`src/rtl/sprite_compositor_if.sv`:
```
// Pixel stream into the compositor and composited video stream out of it.
// The master side is the raster/timing source; the slave side is the compositor.
interface sprite_compositor_if #(
  parameter int IDW = 2
);
  logic           pixel_valid;
  logic [9:0]     DrawX;
  logic [9:0]     DrawY;
  logic           frame_start;
  logic [23:0]    bg_rgb;
  logic [7:0]     VGA_R;
  logic [7:0]     VGA_G;
  logic [7:0]     VGA_B;
  logic           out_valid;
  logic           hit_valid;
  logic [IDW-1:0] hit_id;

  modport master (
    output pixel_valid, DrawX, DrawY, frame_start, bg_rgb,
    input  VGA_R, VGA_G, VGA_B, out_valid, hit_valid, hit_id
  );

  modport slave (
    input  pixel_valid, DrawX, DrawY, frame_start, bg_rgb,
    output VGA_R, VGA_G, VGA_B, out_valid, hit_valid, hit_id
  );
endinterface

```
`src/rtl/sprite_compositor.sv`:
```
// Composites NUM_SPRITES oriented, key-coloured sprites over a background colour.
// Three-stage pipeline: hit test / ROM address, ROM read, priority select / collision.
module sprite_compositor #(
  parameter int          NUM_SPRITES = 4,
  parameter int          SPRITE_W    = 32,
  parameter int          ADDR_W      = 10,
  parameter logic [23:0] KEY_COLOR   = 24'hFF0000,
  parameter int          IDW         = 2
) (
  input  logic                          Clk,
  input  logic                          Reset,
  sprite_compositor_if.slave            pix,
  input  logic [NUM_SPRITES-1:0]        sprite_en,
  input  logic [10*NUM_SPRITES-1:0]     sprite_x,
  input  logic [10*NUM_SPRITES-1:0]     sprite_y,
  input  logic [2*NUM_SPRITES-1:0]      sprite_dir,
  output logic [ADDR_W*NUM_SPRITES-1:0] rom_addr,
  input  logic [24*NUM_SPRITES-1:0]     rom_data,
  output logic [NUM_SPRITES-1:0]        collision_flags
);

  localparam int              LOG_W = $clog2(SPRITE_W);
  localparam logic [LOG_W-1:0] N_MAX = LOG_W'(SPRITE_W - 1);

  // Hit test plus orientation-aware ROM address; returns {hit, address}.
  // Bounds use 11-bit sums so a sprite near column 1023 never wraps to column 0.
  function automatic logic [ADDR_W:0] locate(
    input logic       en,
    input logic       pv,
    input logic [9:0] x,
    input logic [9:0] y,
    input logic [9:0] sx,
    input logic [9:0] sy,
    input logic [1:0] dir
  );
    logic [10:0]      x11;
    logic [10:0]      y11;
    logic [10:0]      sx11;
    logic [10:0]      sy11;
    logic             hit;
    logic [LOG_W-1:0] u;
    logic [LOG_W-1:0] v;
    logic [LOG_W-1:0] su;
    logic [LOG_W-1:0] sv;
    x11  = {1'b0, x};
    y11  = {1'b0, y};
    sx11 = {1'b0, sx};
    sy11 = {1'b0, sy};
    hit  = en & pv & (x11 >= sx11) & (x11 < sx11 + 11'(SPRITE_W))
                   & (y11 >= sy11) & (y11 < sy11 + 11'(SPRITE_W));
    u = LOG_W'(x - sx);
    v = LOG_W'(y - sy);
    case (dir)
      2'b00:   begin su = u;         sv = v;         end
      2'b01:   begin su = v;         sv = N_MAX - u; end
      2'b10:   begin su = N_MAX - u; sv = N_MAX - v; end
      2'b11:   begin su = N_MAX - v; sv = u;         end
      default: begin su = u;         sv = v;         end
    endcase
    return hit ? {1'b1, ADDR_W'({sv, su})} : {1'b0, {ADDR_W{1'b0}}};
  endfunction

  logic [NUM_SPRITES-1:0]        hit_s;
  logic [ADDR_W*NUM_SPRITES-1:0] addr_s;
  logic [ADDR_W*NUM_SPRITES-1:0] rom_addr_r;
  logic [NUM_SPRITES-1:0]        hit1_r;
  logic [NUM_SPRITES-1:0]        hit2_r;
  logic [23:0]                   bg1_r;
  logic [23:0]                   bg2_r;
  logic                          valid1_r;
  logic                          valid2_r;

  // Per-sprite hit and source address for the incoming pixel
  always_comb begin
    hit_s  = '0;
    addr_s = '0;
    for (int i = 0; i < NUM_SPRITES; i++) begin
      {hit_s[i], addr_s[ADDR_W*i +: ADDR_W]} = locate(sprite_en[i], pix.pixel_valid,
                                                      pix.DrawX, pix.DrawY,
                                                      sprite_x[10*i +: 10],
                                                      sprite_y[10*i +: 10],
                                                      sprite_dir[2*i +: 2]);
    end
  end

  // Stages 1 and 2: ROM address register and alignment of hit/bg/valid with ROM data
  always_ff @(posedge Clk) begin
    if (Reset) begin
      rom_addr_r <= '0;
      hit1_r     <= '0;
      hit2_r     <= '0;
      bg1_r      <= 24'h000000;
      bg2_r      <= 24'h000000;
      valid1_r   <= 1'b0;
      valid2_r   <= 1'b0;
    end else begin
      rom_addr_r <= addr_s;
      hit1_r     <= hit_s;
      bg1_r      <= pix.bg_rgb;
      valid1_r   <= pix.pixel_valid;
      hit2_r     <= hit1_r;
      bg2_r      <= bg1_r;
      valid2_r   <= valid1_r;
    end
  end

  assign rom_addr = rom_addr_r;

  logic [NUM_SPRITES-1:0] opaque_s;
  logic                   win_s;
  logic [IDW-1:0]         win_id_s;
  logic [23:0]            win_rgb_s;
  logic                   collide_s;

  // Lowest-index opaque sprite wins; scanning downwards lets the lowest index land last
  always_comb begin
    opaque_s  = '0;
    win_s     = 1'b0;
    win_id_s  = '0;
    win_rgb_s = bg2_r;
    for (int i = NUM_SPRITES - 1; i >= 0; i--) begin
      opaque_s[i] = valid2_r & hit2_r[i] & (rom_data[24*i +: 24] != KEY_COLOR);
      win_s       = opaque_s[i] ? 1'b1                 : win_s;
      win_id_s    = opaque_s[i] ? IDW'(i)              : win_id_s;
      win_rgb_s   = opaque_s[i] ? rom_data[24*i +: 24] : win_rgb_s;
    end
    // x & (x-1) is nonzero exactly when two or more bits are set
    collide_s = |(opaque_s & (opaque_s - NUM_SPRITES'(1'b1)));
  end

  logic [23:0]            rgb_r;
  logic                   out_valid_r;
  logic                   hit_valid_r;
  logic [IDW-1:0]         hit_id_r;
  logic [NUM_SPRITES-1:0] flags_r;

  // Stage 3: output colour, winner report and sticky per-frame collision flags
  always_ff @(posedge Clk) begin
    if (Reset) begin
      rgb_r       <= 24'h000000;
      out_valid_r <= 1'b0;
      hit_valid_r <= 1'b0;
      hit_id_r    <= '0;
      flags_r     <= '0;
    end else begin
      out_valid_r <= valid2_r;
      if (valid2_r) begin
        rgb_r       <= win_rgb_s;
        hit_valid_r <= win_s;
        hit_id_r    <= win_id_s;
      end else begin
        rgb_r       <= 24'h000000;
        hit_valid_r <= 1'b0;
        hit_id_r    <= '0;
      end
      // A collision on the frame_start edge belongs to the new frame
      if (collide_s) begin
        flags_r <= (pix.frame_start ? '0 : flags_r) | opaque_s;
      end else if (pix.frame_start) begin
        flags_r <= '0;
      end else begin
        flags_r <= flags_r;
      end
    end
  end

  assign pix.VGA_R      = rgb_r[23:16];
  assign pix.VGA_G      = rgb_r[15:8];
  assign pix.VGA_B      = rgb_r[7:0];
  assign pix.out_valid  = out_valid_r;
  assign pix.hit_valid  = hit_valid_r;
  assign pix.hit_id     = hit_id_r;
  assign collision_flags = flags_r;

endmodule
```
`src/flat_wrapper.sv`:
```
// flat-port wrapper written by rule: the top's interface ports become plain ports
module sprite_compositor_flat 
#(
  parameter int          NUM_SPRITES = 4,
  parameter int          SPRITE_W    = 32,
  parameter int          ADDR_W      = 10,
  parameter logic [23:0] KEY_COLOR   = 24'hFF0000,
  parameter int          IDW         = 2
)
  (Clk, Reset, sprite_en, sprite_x, sprite_y, sprite_dir, rom_addr, rom_data, collision_flags, pix_pixel_valid, pix_DrawX, pix_DrawY, pix_frame_start, pix_bg_rgb, pix_VGA_R, pix_VGA_G, pix_VGA_B, pix_out_valid, pix_hit_valid, pix_hit_id);
  sprite_compositor_if #(.IDW(IDW)) pix_i ();
  input  logic Clk;
  input  logic Reset;
  input  logic [NUM_SPRITES-1:0] sprite_en;
  input  logic [10*NUM_SPRITES-1:0] sprite_x;
  input  logic [10*NUM_SPRITES-1:0] sprite_y;
  input  logic [2*NUM_SPRITES-1:0] sprite_dir;
  output logic [ADDR_W*NUM_SPRITES-1:0] rom_addr;
  input  logic [24*NUM_SPRITES-1:0] rom_data;
  output logic [NUM_SPRITES-1:0] collision_flags;
  input wire logic [$bits(pix_i.pixel_valid)-1:0] pix_pixel_valid;
  input wire logic [$bits(pix_i.DrawX)-1:0] pix_DrawX;
  input wire logic [$bits(pix_i.DrawY)-1:0] pix_DrawY;
  input wire logic [$bits(pix_i.frame_start)-1:0] pix_frame_start;
  input wire logic [$bits(pix_i.bg_rgb)-1:0] pix_bg_rgb;
  output wire logic [$bits(pix_i.VGA_R)-1:0] pix_VGA_R;
  output wire logic [$bits(pix_i.VGA_G)-1:0] pix_VGA_G;
  output wire logic [$bits(pix_i.VGA_B)-1:0] pix_VGA_B;
  output wire logic [$bits(pix_i.out_valid)-1:0] pix_out_valid;
  output wire logic [$bits(pix_i.hit_valid)-1:0] pix_hit_valid;
  output wire logic [$bits(pix_i.hit_id)-1:0] pix_hit_id;
  assign pix_i.pixel_valid = pix_pixel_valid;
  assign pix_i.DrawX = pix_DrawX;
  assign pix_i.DrawY = pix_DrawY;
  assign pix_i.frame_start = pix_frame_start;
  assign pix_i.bg_rgb = pix_bg_rgb;
  assign pix_VGA_R = pix_i.VGA_R;
  assign pix_VGA_G = pix_i.VGA_G;
  assign pix_VGA_B = pix_i.VGA_B;
  assign pix_out_valid = pix_i.out_valid;
  assign pix_hit_valid = pix_i.hit_valid;
  assign pix_hit_id = pix_i.hit_id;
  sprite_compositor #(.NUM_SPRITES(NUM_SPRITES), .SPRITE_W(SPRITE_W), .ADDR_W(ADDR_W), .KEY_COLOR(KEY_COLOR), .IDW(IDW)) u_core (.Clk(Clk), .Reset(Reset), .pix(pix_i), .sprite_en(sprite_en), .sprite_x(sprite_x), .sprite_y(sprite_y), .sprite_dir(sprite_dir), .rom_addr(rom_addr), .rom_data(rom_data), .collision_flags(collision_flags));
endmodule
```
`config.mk`:
```
export PLATFORM = sky130hd
export DESIGN_NAME = sprite_compositor_flat
export DESIGN_NICKNAME = d
export VERILOG_FILES = /design/src/rtl/sprite_compositor_if.sv /design/src/rtl/sprite_compositor.sv /design/src/flat_wrapper.sv
export SDC_FILE = /design/constraint.sdc
export NUM_CORES = 1
export LEC_CHECK = 0
export CAP_MARGIN = 25
export CORE_MARGIN = 2
export CORE_UTILIZATION = 43
export DETAILED_ROUTE_END_ITERATION = 12
export GPL_TIMING_DRIVEN = 1
export HOLD_SLACK_MARGIN = 0.05
export PLACE_DENSITY = 0.78
export SKIP_CTS_REPAIR_TIMING = 1
export SYNTH_ARGS = -nofsm -noshare
export SYNTH_HDL_FRONTEND = slang
export SYNTH_SLANG_ARGS = --single-unit
```
`constraint.sdc`:
```
create_clock -name Clk -period 2.7 [get_ports Clk]
set_clock_uncertainty 0.05 [all_clocks]
set_input_delay 0.54 -clock Clk [delete_from_list [all_inputs] [get_ports Clk]]
set_output_delay 0.54 -clock Clk [all_outputs]
set_load 0.05 [all_outputs]
```
==> implementation parameters, run 1 <==
Parameter                              Value

Outcome
  Status    completed

Synth
  Post-synth net total    1488
  Post-synth EDFFs    0
  Total of flip-flops plus latches after synthesis    130
  Most instantiated flip-flop cell in the synthesis netlist    sky130_fd_sc_hd__dfxtp_1
  Total of warnings raised by yosys    0
  Number of different library cells in the post-synthesis netlist    73
  Sequential share of the synthesized area    27.4%
  Cells after synthesis    1116
  Commonest cells in the netlist    130 x sky130_fd_sc_hd__dfxtp_1, 128 x sky130_fd_sc_hd__ha_1, 103 x sky130_fd_sc_hd__inv_1
  Post-synthesis area per instance    8.51 sq um
  Proportion of register bits with asynchronous set or reset after synthesis    0%
  Most common cell in the netlist    sky130_fd_sc_hd__dfxtp_1
  Dominant cells by area after synthesis    sky130_fd_sc_hd__dfxtp_1 27%, sky130_fd_sc_hd__ha_1 17%, sky130_fd_sc_hd__nor2b_1 5.1%
  Cell accounting for the most synthesized area    sky130_fd_sc_hd__dfxtp_1
  Area of the mapped netlist    9500 sq um
  Share of Yosys cell area claimed by the top area cell type    27.4%

Power and ir drop
  Peak supply drop    0.379 mV
  Leakage power summed over all cells    6.87 nW
  Ratio of total power to cell area    408 nW/um^2

Floorplan
  Initial core utilization    43.6%
  Number of I/O pins    308
  Die H    153 um
  Core ar.    21800 sq um
  Number of cell rows    54
  Die footprint    23300 sq um
  Die Width    153 um

Route
  Via count    10.2k
  Length of routed met3 wiring    1.99 mm
  Detailed-router iteration count before antenna repair    5
  Number of nets with antenna violations after detailed routing    0
  Drt initial violations    519
  Via count normalized by instance count    5.30
  Post-detailed-route DRC marker count    0
  Top layer used by detailed routing    met4
  Routed met2 length    16.2 mm
  Detailed-route wire length per cell    16.9 um
  Post-Route M1 WL    13.1 mm
  Post-Route WL    32.3 mm

Clocking
  TritonCTS sink count    130
  Root cell of the clock tree    sky130_fd_sc_hd__clkbuf_16
  Clock-pin slew of the registers on the worst-case setup and hold paths    0.06 ns
  Total clock buffers created by CTS    17
  Clk buf depth    2
  Number of levels in the clock H-tree    4
  CTS tree    yes
  Clk Latency, worst-skew pair    0.40 ns

Setup path
  Critical Path Start Type    input port
  Worst reg2reg path depth    7
  Critical Path Fanout Max    6
  Worst R2R Start    u_core.valid2_r
  Required @ worst endpoint    2.98 ns
  Critical Path End Type    register
  Worst r2r dst    u_core.rgb_r[16]
  Worst R2R Setup Slack    0.83 ns
  Arrival time at the worst endpoint    2.94 ns
  Worst Setup Path Type    input port to register

Timing
  Final critical-path setup slack    0.0443 ns
  Highest clock rate    377 MHz
  Final number of hold-violating endpoints    0
  Pins over their slew limit    0
  Unrepaired setup endpoints after global routing    true
  Number of failing setup endpoints in the final timing report    0
  Tcrit/Tclk final    98.4%
  Total negative slack for setup checks    0 ns
  Post-route minimum period    2.66 ns
  Hold WS    0.376 ns
  Worst-margin pin slew    0.607 ns
  Max-slew headroom at the worst pin    59.4%

Placed design
  Placement-stage worst setup slack    -0.737 ns
  Placed insts    1882
  Half-perimeter wire length after placement    27.1 mm
  Input/output buffers    307
  Final Wtd Congestion    0.969

Final layout
  Final Non-Filler Cells    1917
  Fraction of layout instances using a drive strength above 1    19.7%
  Synthesis-to-finish area growth    62.0%
  Number of antenna repair diodes    0
  Number of nets in the finished design    1996

Worst hold path
  Worst hold path startpoint    u_core.bg1_r[8]
  Type of the worst min-delay path    register to register
  Hold Path End    u_core.bg2_r[8]
  Number of stages on the worst hold path    1

Job
  Number of maximum-capacitance constraint violations    0

GRT
  Number of global-route vias before repair    10.1k
  Combined global-route utilization of all metal layers    26.4%
  Antenna violations before repair    1
  Congestion Overflow GR    0
  Global-route wire length before repair    49.7 mm
  Largest net degree at the start of global routing    60
[kinds of logic after synthesis]
| logic type | share of synthesized area [%] |
|---|---|
| DFF | 27.4 |
| AOI/OAI and AO/OA | 19.0 |
| xor gates and xnor gates | 5.81 |
| and+or+nand+nor | 20.7 |
| muxes | 2.58 |
| buffers and inverters | 5.94 |
| adders and majority gates | 18.6 |
[state kept, by name, indices dropped and copies added, names as in the netlist]
register	count
u_core.rom_addr	40
u_core.bg1_r	24
u_core.bg2_r	24
u_core.rgb_r	24
u_core.collision_flags	4
u_core.hit1_r	4
u_core.hit2_r	4
u_core.pix.hit_id	2
u_core.pix.hit_valid	1
u_core.pix.out_valid	1
u_core.valid1_r	1
u_core.valid2_r	1
[routing by layer]
| metal | track usage, % | vias up |
|---|---|---|
| met5 | 0 | - |
| met1 | 31.1 | 4665 |
| li1 | - | 5015 |
| met4 | 9.96 | 0 |
| met3 | 4.12 | 60 |
| met2 | 48.0 | 412 |
[power breakdown]
group | internal, mW | switching (mW)
combinational | 1.06 | 0.888
clock | 1.51 | 0.853
sequential | 1.96 | 0.0121
total | 4.53 | 1.75
[worst max-delay path, stage by stage]
cell and delay, ns:
sky130_fd_sc_hd__clkdlybuf4s50_1 0.47, sky130_fd_sc_hd__inv_1 0.07, sky130_fd_sc_hd__xnor2_1 0.12, sky130_fd_sc_hd__ha_1 0.30, sky130_fd_sc_hd__a21o_1 0.20, sky130_fd_sc_hd__a21oi_2 0.12, sky130_fd_sc_hd__nor2_1 0.06, sky130_fd_sc_hd__a2111oi_2 0.27
sky130_fd_sc_hd__buf_4 0.17, sky130_fd_sc_hd__nand4_1 0.12, sky130_fd_sc_hd__buf_6 0.18, sky130_fd_sc_hd__buf_4 0.15, sky130_fd_sc_hd__nor3_2 0.15
[worst max-delay path by stage]
| stage | from | to | slack (ns) | depth (start not counted) |
|---|---|---|---|---|
| after CTS | pix_DrawX[0] | u_core.rom_addr[21] | -0.32 | 11 |
| after global placement | sprite_x[35] | u_core.rom_addr[36] | -0.69 | 13 |
| after floorplan | pix_DrawX[0] | u_core.rom_addr[23] | 0.01 | 10 |
| final | sprite_x[38] | u_core.rom_addr[36] | 0.04 | 13 |
| after global routing | sprite_x[38] | u_core.rom_addr[36] | -0.10 | 13 |
| after detailed placement | pix_DrawX[0] | u_core.rom_addr[21] | -0.74 | 11 |
[cells in the final DEF, fill, tap and decap left out, types with 48 or more instances in the layout]
cell	synthesis	routed
sky130_fd_sc_hd__buf_4	3	209
sky130_fd_sc_hd__nand2_1	84	84
sky130_fd_sc_hd__ha_1	128	123
sky130_fd_sc_hd__xnor2_1	48	48
sky130_fd_sc_hd__nor2b_1	78	78
sky130_fd_sc_hd__inv_1	103	99
sky130_fd_sc_hd__dfxtp_1	130	130
sky130_fd_sc_hd__clkdlybuf4s50_1	0	291
sky130_fd_sc_hd__o21ai_0	66	62
[metrics by stage]
step | power [mW] | instance area [sq um] | utilization (%)
2_1_floorplan | 2.90 | 9510 | -
3_3_place_gp | 3.83 | 14500 | 66.5
3_5_place_dp | 3.87 | 14500 | 66.5
4_1_cts | 6.24 | 15100 | 69.3
5_1_grt | 6.57 | 15400 | 70.7
6_report | 6.28 | 15400 | 70.7
[final cells by class]
cell class / count / area, sq um
clock inverter: 11 / 151
inverter: 104 / 390
fill: 1689 / 6370
multi-input combinational: 844 / 6570
clock buffer: 21 / 460
timing repair buffer: 527 / 4860
tap: 280 / 350
sequential: 130 / 2600
Note: power is estimated with default switching activity, not from simulation.
==> run 2, diff against run 1 <==
--- a/config.mk
+++ b/config.mk
@@ -6,6 +6,7 @@
 export NUM_CORES = 1
 export LEC_CHECK = 0
 export CAP_MARGIN = 25
+export CORE_ASPECT_RATIO = 0.5
 export CORE_MARGIN = 2
 export CORE_UTILIZATION = 43
 export DETAILED_ROUTE_END_ITERATION = 12
==> implementation parameters, run 2 (same netlist as run 1, synthesis figures left out) <==
Parameter                              Value

Placed design
  Half-perimeter wire length after placement    27.8 mm (+2.6%)
  Final Wtd Congestion    0.943 (-2.6%)
  Input/output buffers    307 (unchanged)
  Post-detailed-placement cell area    14400 sq um (-0.35%)

Clocking
  TritonCTS sink count    130 (unchanged)
  CTS tree    yes
  Total clock buffers created by CTS    17 (unchanged)
  Clk Latency, worst-skew pair    0.41 ns (about the same)
  Clk buf depth    2 (unchanged)
  Number of levels in the clock H-tree    4 (unchanged)
  Root cell of the clock tree    sky130_fd_sc_hd__clkbuf_16
  Clock-pin slew of the registers on the worst-case setup and hold paths    0.06 ns (about the same)

Floorplan
  Core ar.    21700 sq um (-0.35%)
  Number of cell rows    38 (-30%)
  Number of I/O pins    308 (unchanged)
  Die Width    214 um (+40%)
  Die H    109 um (-29%)
  Initial core utilization    43.8% (+0.15 points)
  Die footprint    23400 sq um (+0.31%)

Route
  Detailed-router iteration count before antenna repair    5 (unchanged)
  Drt initial violations    827 (+59%)
  Post-detailed-route DRC marker count    0 (unchanged)
  Via count normalized by instance count    5.36 (+1.2%)
  Via count    10.4k (+2.1%)
  Detailed-route wire length per cell    17.9 um (+6.2%)
  Post-Route WL    34.6 mm (+7.1%)
  Number of nets with antenna violations after detailed routing    0 (unchanged)

Timing
  Number of failing setup endpoints in the final timing report    1 (+1)
  Post-route minimum period    2.73 ns (+0.0761 ns)
  Highest clock rate    366 MHz (-2.8%)
  Pins over their slew limit    0 (unchanged)
  Total negative slack for setup checks    -0.0318 ns (-0.0318 ns)
  Tcrit/Tclk final    101% (+2.8 points)
  Max-slew headroom at the worst pin    59.5% (about the same)
  Final critical-path setup slack    -0.0318 ns (-0.0761 ns)
  Worst-margin pin slew    0.602 ns (-0.00426 ns)
  Final number of hold-violating endpoints    0 (unchanged)

Setup path
  Critical Path Fanout Max    5 (-1)
  Worst reg2reg path depth    7 (unchanged)
  Required @ worst endpoint    2.96 ns (-0.02 ns)
  Critical Path Start Type    input port
  Worst Setup Path Type    input port to register
  Critical Path End Type    register
  Arrival time at the worst endpoint    3.00 ns (+0.06 ns)

Power and ir drop
  Internal power of the cells    4.46 mW (-1.5%)
  Ratio of total power to cell area    406 nW/um^2 (-0.61%)
  Clock network fraction of total power    36.2% (-1.4 points)
  Portion of total power attributed to sequential cells    31.2% (-0.2 points)
  Switching power share of the total    29.5% (+1.7 points)
  Net switching power    1.87 mW (+6.7%)
  Share of power burned in combinational logic    32.6% (+1.6 points)
  Peak supply drop    0.250 mV (-34%)
  Leakage power summed over all cells    6.98 nW (+1.6%)

Outcome
  Failing checks    negative setup slack
  Status    finished, violations left

GRT
  Combined global-route utilization of all metal layers    28.0% (+1.6 points)
  Congestion Overflow GR    0 (unchanged)
  Met2 Usage GRT    49.3% (+1.2 points)
  Largest net degree at the start of global routing    60 (unchanged)
  Met1 Track Usage GR    33.8% (+2.8 points)
  Antenna violations before repair    5 (+4)
  Most utilized layer in the global route result    met2
  Global-route wire length before repair    51.9 mm (+4.5%)
  Global routing met3 resource utilization    5.58% (+1.5 points)
  Number of global-route vias before repair    10.1k (+0.29%)

Job
  Number of maximum-capacitance constraint violations    0 (unchanged)

Final layout
  Max FFs per register    40 (unchanged)
  Post-layout instance area    15600 sq um (+1.4%)
  Fraction of layout instances using a drive strength above 1    21.0% (+1.3 points)
  Number of nets in the finished design    1988 (-0.40%)
  Synthesis-to-finish area growth    64.3%
  Commonest non-fill, non-tap cells in the layout    281 x sky130_fd_sc_hd__clkdlybuf4s50_1, 196 x sky130_fd_sc_hd__buf_4, 130 x sky130_fd_sc_hd__dfxtp_1
  Most common library cell in the layout ignoring fill and taps    sky130_fd_sc_hd__clkdlybuf4s50_1

Worst hold path
  Type of the worst min-delay path    register to register
  Number of stages on the worst hold path    1 (unchanged)
[run 2: changes by cell type in the layout (fill, tap and decap cells not counted), sizes merged]
cell           delta
clkinv            -1
buf               -9
clkinvlp          +3
clkdlybuf4s50    -10
inv               +1
clkbuf            +2
bufinv            -1
dlymetal6s2s      +7
diode             +5
[run 2: metrics by stage]
step	std cells	power, mW	setup slack (ns)	utilization, %	hold WS, ns
floorplan	1116	2.90	0.0127	-	0.364
global placement	1887	3.83	-0.634	66.5	0.375
detailed placement	1887	3.90	-0.774	66.5	0.373
CTS	1919	6.19	-0.355	69.2	0.387
global route	1933	6.61	-0.0531	71.9	0.403
finish	1934	6.33	-0.0318	71.9	0.382
[run 2: critical path, stage by stage]
cell	delay (ns)
sky130_fd_sc_hd__clkdlybuf4s50_1	0.46
sky130_fd_sc_hd__ha_1	0.32
sky130_fd_sc_hd__nand4_1	0.13
sky130_fd_sc_hd__nor2_2	0.19
sky130_fd_sc_hd__a221oi_1	0.14
sky130_fd_sc_hd__a2111o_1	0.44
sky130_fd_sc_hd__a311o_2	0.42
sky130_fd_sc_hd__buf_12	0.16
sky130_fd_sc_hd__a211oi_1	0.19
[run 2: path summary, 6_finish.rpt]
check	to	startpoint	slack (ns)
setup / recovery	u_core.rom_addr[29]	pix_DrawX[6]	-0.03
hold / removal	u_core.bg2_r[13]	u_core.bg1_r[13]	0.38
setup reg to reg	u_core.rgb_r[2]	u_core.valid2_r	0.89
hold reg to reg	u_core.bg2_r[13]	u_core.bg1_r[13]	0.38
[run 2: power groups by stage]
| stage | clock network (mW) | logic, mW | registers (mW) |
|---|---|---|---|
| finish | 2.29 | 2.07 | 1.97 |
| global placement | 0 | 1.82 | 2.01 |
| CTS | 2.32 | 1.90 | 1.97 |
| floorplan | 0 | 0.869 | 2.03 |
| global route | 2.40 | 2.23 | 1.98 |
| detailed placement | 0 | 1.88 | 2.02 |
[run 2: area by class of cell]
cell class                      count  area (sq um)
Fill cell                        1610          6080
Sequential cell                   130          2600
Timing Repair Buffer              519          4850
Multi-Input combinational cell    844          6770
Clock inverter                     13           151
Clock buffer                       19           443
Tap cell                          300           375
Antenna cell                        5          12.5
Inverter                          104           390
[run 2: layer usage]
metal  up-vias  routed length (um)
li1       4995                   -
met5         -                   8
met2       400               16800
met3        74                2150
met1      4894               14500
met4         2                1160
==> run 3, diff against run 2 <==
--- a/config.mk
+++ b/config.mk
@@ -8,7 +8,7 @@
 export CAP_MARGIN = 25
 export CORE_ASPECT_RATIO = 0.5
 export CORE_MARGIN = 2
-export CORE_UTILIZATION = 43
+export CORE_UTILIZATION = 45
 export DETAILED_ROUTE_END_ITERATION = 12
 export GPL_TIMING_DRIVEN = 1
 export HOLD_SLACK_MARGIN = 0.05
==> constraint.sdc (replaced) <==
create_clock -name Clk -period 3.2 [get_ports Clk]
set_clock_uncertainty 0.05 [all_clocks]
set_input_delay 0.64 -clock Clk [delete_from_list [all_inputs] [get_ports Clk]]
set_output_delay 0.64 -clock Clk [all_outputs]
set_load 0.05 [all_outputs]
==> implementation parameters, run 3 (same netlist as run 1, synthesis figures left out) <==
Parameter                              Value

Outcome
  Status    completed

Route
  Drt initial violations    621 (-25%)
  Detailed-route wire length per cell    17.4 um (-2.7%)
  Post-Route WL    31.1 mm (-10%)
  Post-detailed-route DRC marker count    0 (unchanged)
  Via count normalized by instance count    5.33 (-0.47%)
  Number of nets with antenna violations after detailed routing    0 (unchanged)
  Via count    9532 (-8.0%)
  Detailed-router iteration count before antenna repair    5 (unchanged)

Power and ir drop
  Net switching power    1.38 mW (-26%)
  Switching power share of the total    27.5% (-2.0 points)
  Leakage power summed over all cells    6.10 nW (-13%)
  Peak supply drop    0.275 mV (+9.9%)
  Ratio of total power to cell area    355 nW/um^2 (-12%)
  Portion of total power attributed to sequential cells    33.2% (+2.0 points)
  Final Power    5.02 mW (-21%)
  Internal power of the cells    3.64 mW (-18%)
  Share of power burned in combinational logic    29.4% (-3.2 points)
  Clock network fraction of total power    37.4% (+1.2 points)

GRT
  Antenna violations before repair    0 (-5)
  Global-route wire length before repair    49.0 mm (-5.6%)
  Number of global-route vias before repair    9483 (-5.9%)
  Congestion Overflow GR    0 (unchanged)
  Largest net degree at the start of global routing    60 (unchanged)
  Combined global-route utilization of all metal layers    27.9% (-0.16 points)

Setup path
  Critical Path End Type    register
  Arrival time at the worst endpoint    3.35 ns (+0.35 ns)
  Worst Setup Path Type    input port to register
  Required @ worst endpoint    3.46 ns (+0.50 ns)
  Critical Path Start Type    input port
  Worst R2R Setup Slack    1.17 ns (+0.28 ns)
  Critical Path Fanout Max    10 (+5)

Placed design
  Placement-stage worst setup slack    -0.394 ns (+0.381 ns)
  Input/output buffers    307 (unchanged)
  Half-perimeter wire length after placement    26.1 mm (-6.0%)
  Final Wtd Congestion    0.934 (-0.94%)
  Post-detailed-placement cell area    13500 sq um (-6.2%)

Final layout
  Multi-input logic area    6350 sq um (-6.2%)
  Max FFs per register    40 (unchanged)
  Post-layout instance area    14100 sq um (-9.4%)
  Fraction of layout instances using a drive strength above 1    10.2% (-11 points)
  Fillers    1614 (+0.25%)
  Most common library cell in the layout ignoring fill and taps    sky130_fd_sc_hd__clkdlybuf4s50_1
  Number of nets in the finished design    1873 (-5.8%)
  Synthesis-to-finish area growth    48.8%
  Number of antenna repair diodes    0 (-5)
  Flip-flop and latch area    2600 sq um (unchanged)
  Commonest non-fill, non-tap cells in the layout    305 x sky130_fd_sc_hd__clkdlybuf4s50_1, 130 x sky130_fd_sc_hd__dfxtp_1, 128 x sky130_fd_sc_hd__ha_1

Timing
  Post-route minimum period    3.09 ns
  Final critical-path setup slack    0.111 ns (+0.143 ns)
  Hold WS    0.382 ns (-0.0000900 ns)
  Tcrit/Tclk final    96.5%
  Final number of hold-violating endpoints    0 (unchanged)
  Max-slew headroom at the worst pin    51.8% (-7.7 points)
  Number of failing setup endpoints in the final timing report    0 (-1)
  Pins over their slew limit    0 (unchanged)
  Worst-margin pin slew    0.716 ns (+0.113 ns)
  Highest clock rate    324 MHz
  Total negative slack for setup checks    0 ns (+0.0318 ns)

Job
  Number of maximum-capacitance constraint violations    0 (unchanged)

Clocking
  Clk buf depth    2 (unchanged)
  Total clock buffers created by CTS    17 (unchanged)
  TritonCTS sink count    130 (unchanged)
  Number of levels in the clock H-tree    4 (unchanged)
  Clock-pin slew of the registers on the worst-case setup and hold paths    0.05 ns (about the same)
  CTS tree    yes
  Root cell of the clock tree    sky130_fd_sc_hd__clkbuf_16
  Clk Latency, worst-skew pair    0.40 ns (about the same)

Floorplan
  Initial core utilization    46.1% (+2.3 points)
  Number of cell rows    37 (-2.6%)
  Die footprint    22300 sq um (-4.3%)
  Core ar.    20600 sq um (-5.0%)
  Die H    107 um (-2.2%)
  Die Width    209 um (-2.2%)
  Number of I/O pins    308 (unchanged)

Worst hold path
  Type of the worst min-delay path    register to register
[run 3: changes by cell type in the layout (fill, tap and decap cells not counted), moves of 6 or more]
cell,change
sky130_fd_sc_hd__clkdlybuf4s50_1,+24
sky130_fd_sc_hd__dlymetal6s2s_1,-21
sky130_fd_sc_hd__nor4b_1,+6
sky130_fd_sc_hd__nor3_1,+6
sky130_fd_sc_hd__ha_1,+9
sky130_fd_sc_hd__buf_4,-104
[run 3: critical path, cell delays in order]
cell,delay (ns)
sky130_fd_sc_hd__clkdlybuf4s50_1,0.45
sky130_fd_sc_hd__inv_1,0.10
sky130_fd_sc_hd__ha_1,0.25
sky130_fd_sc_hd__fa_1,0.40
sky130_fd_sc_hd__nor2b_1,0.13
sky130_fd_sc_hd__o21a_1,0.14
sky130_fd_sc_hd__o311ai_1,0.11
sky130_fd_sc_hd__a2111o_1,0.38
sky130_fd_sc_hd__a311o_1,0.38
sky130_fd_sc_hd__buf_12,0.18
sky130_fd_sc_hd__a211oi_1,0.19
[run 3: power groups by stage]
| stage | registers, mW | clock network (mW) | logic (mW) |
|---|---|---|---|
| floorplan | 1.72 | 0 | 0.729 |
| global placement | 1.70 | 0 | 1.41 |
| detailed placement | 1.70 | 0 | 1.45 |
| CTS | 1.67 | 1.91 | 1.46 |
| global route | 1.67 | 1.99 | 1.62 |
| finish | 1.67 | 1.88 | 1.48 |
[run 3: layout make-up]
type                            instances  area share (%)
Timing Repair Buffer                  404            27.3
Tap cell                              273            2.42
Sequential cell                       130            18.4
Inverter                              104            2.76
Multi-Input combinational cell        844            44.9
Clock inverter                          8           0.726
Clock buffer                           24            3.41
[run 3: final timing paths]
kind	startpoint	end	cells after the start
hold / removal	u_core.bg1_r[21]	u_core.bg2_r[21]	1
setup reg to reg	u_core.valid2_r	u_core.rgb_r[14]	5
setup / recovery	pix_DrawX[0]	u_core.rom_addr[24]	11
hold reg to reg	u_core.bg1_r[21]	u_core.bg2_r[21]	1
[run 3: per-stage QoR]
stage,util (%),std cells
after floorplan,-,1116
after global placement,65.6,1755
after detailed placement,65.6,1755
after CTS,68.5,1787
after global routing,68.6,1787
final,68.6,1787
[run 3: per-layer routing]
layer | part of all wire (%) | GRT usage, % | vias up
li1 | - | - | 4760
met4 | 1.4 | 6.99 | 0
met1 | 45 | 35.2 | 4445
met2 | 48 | 50.1 | 297
met3 | 5.1 | 4.25 | 30
met5 | 0 | 0 | -
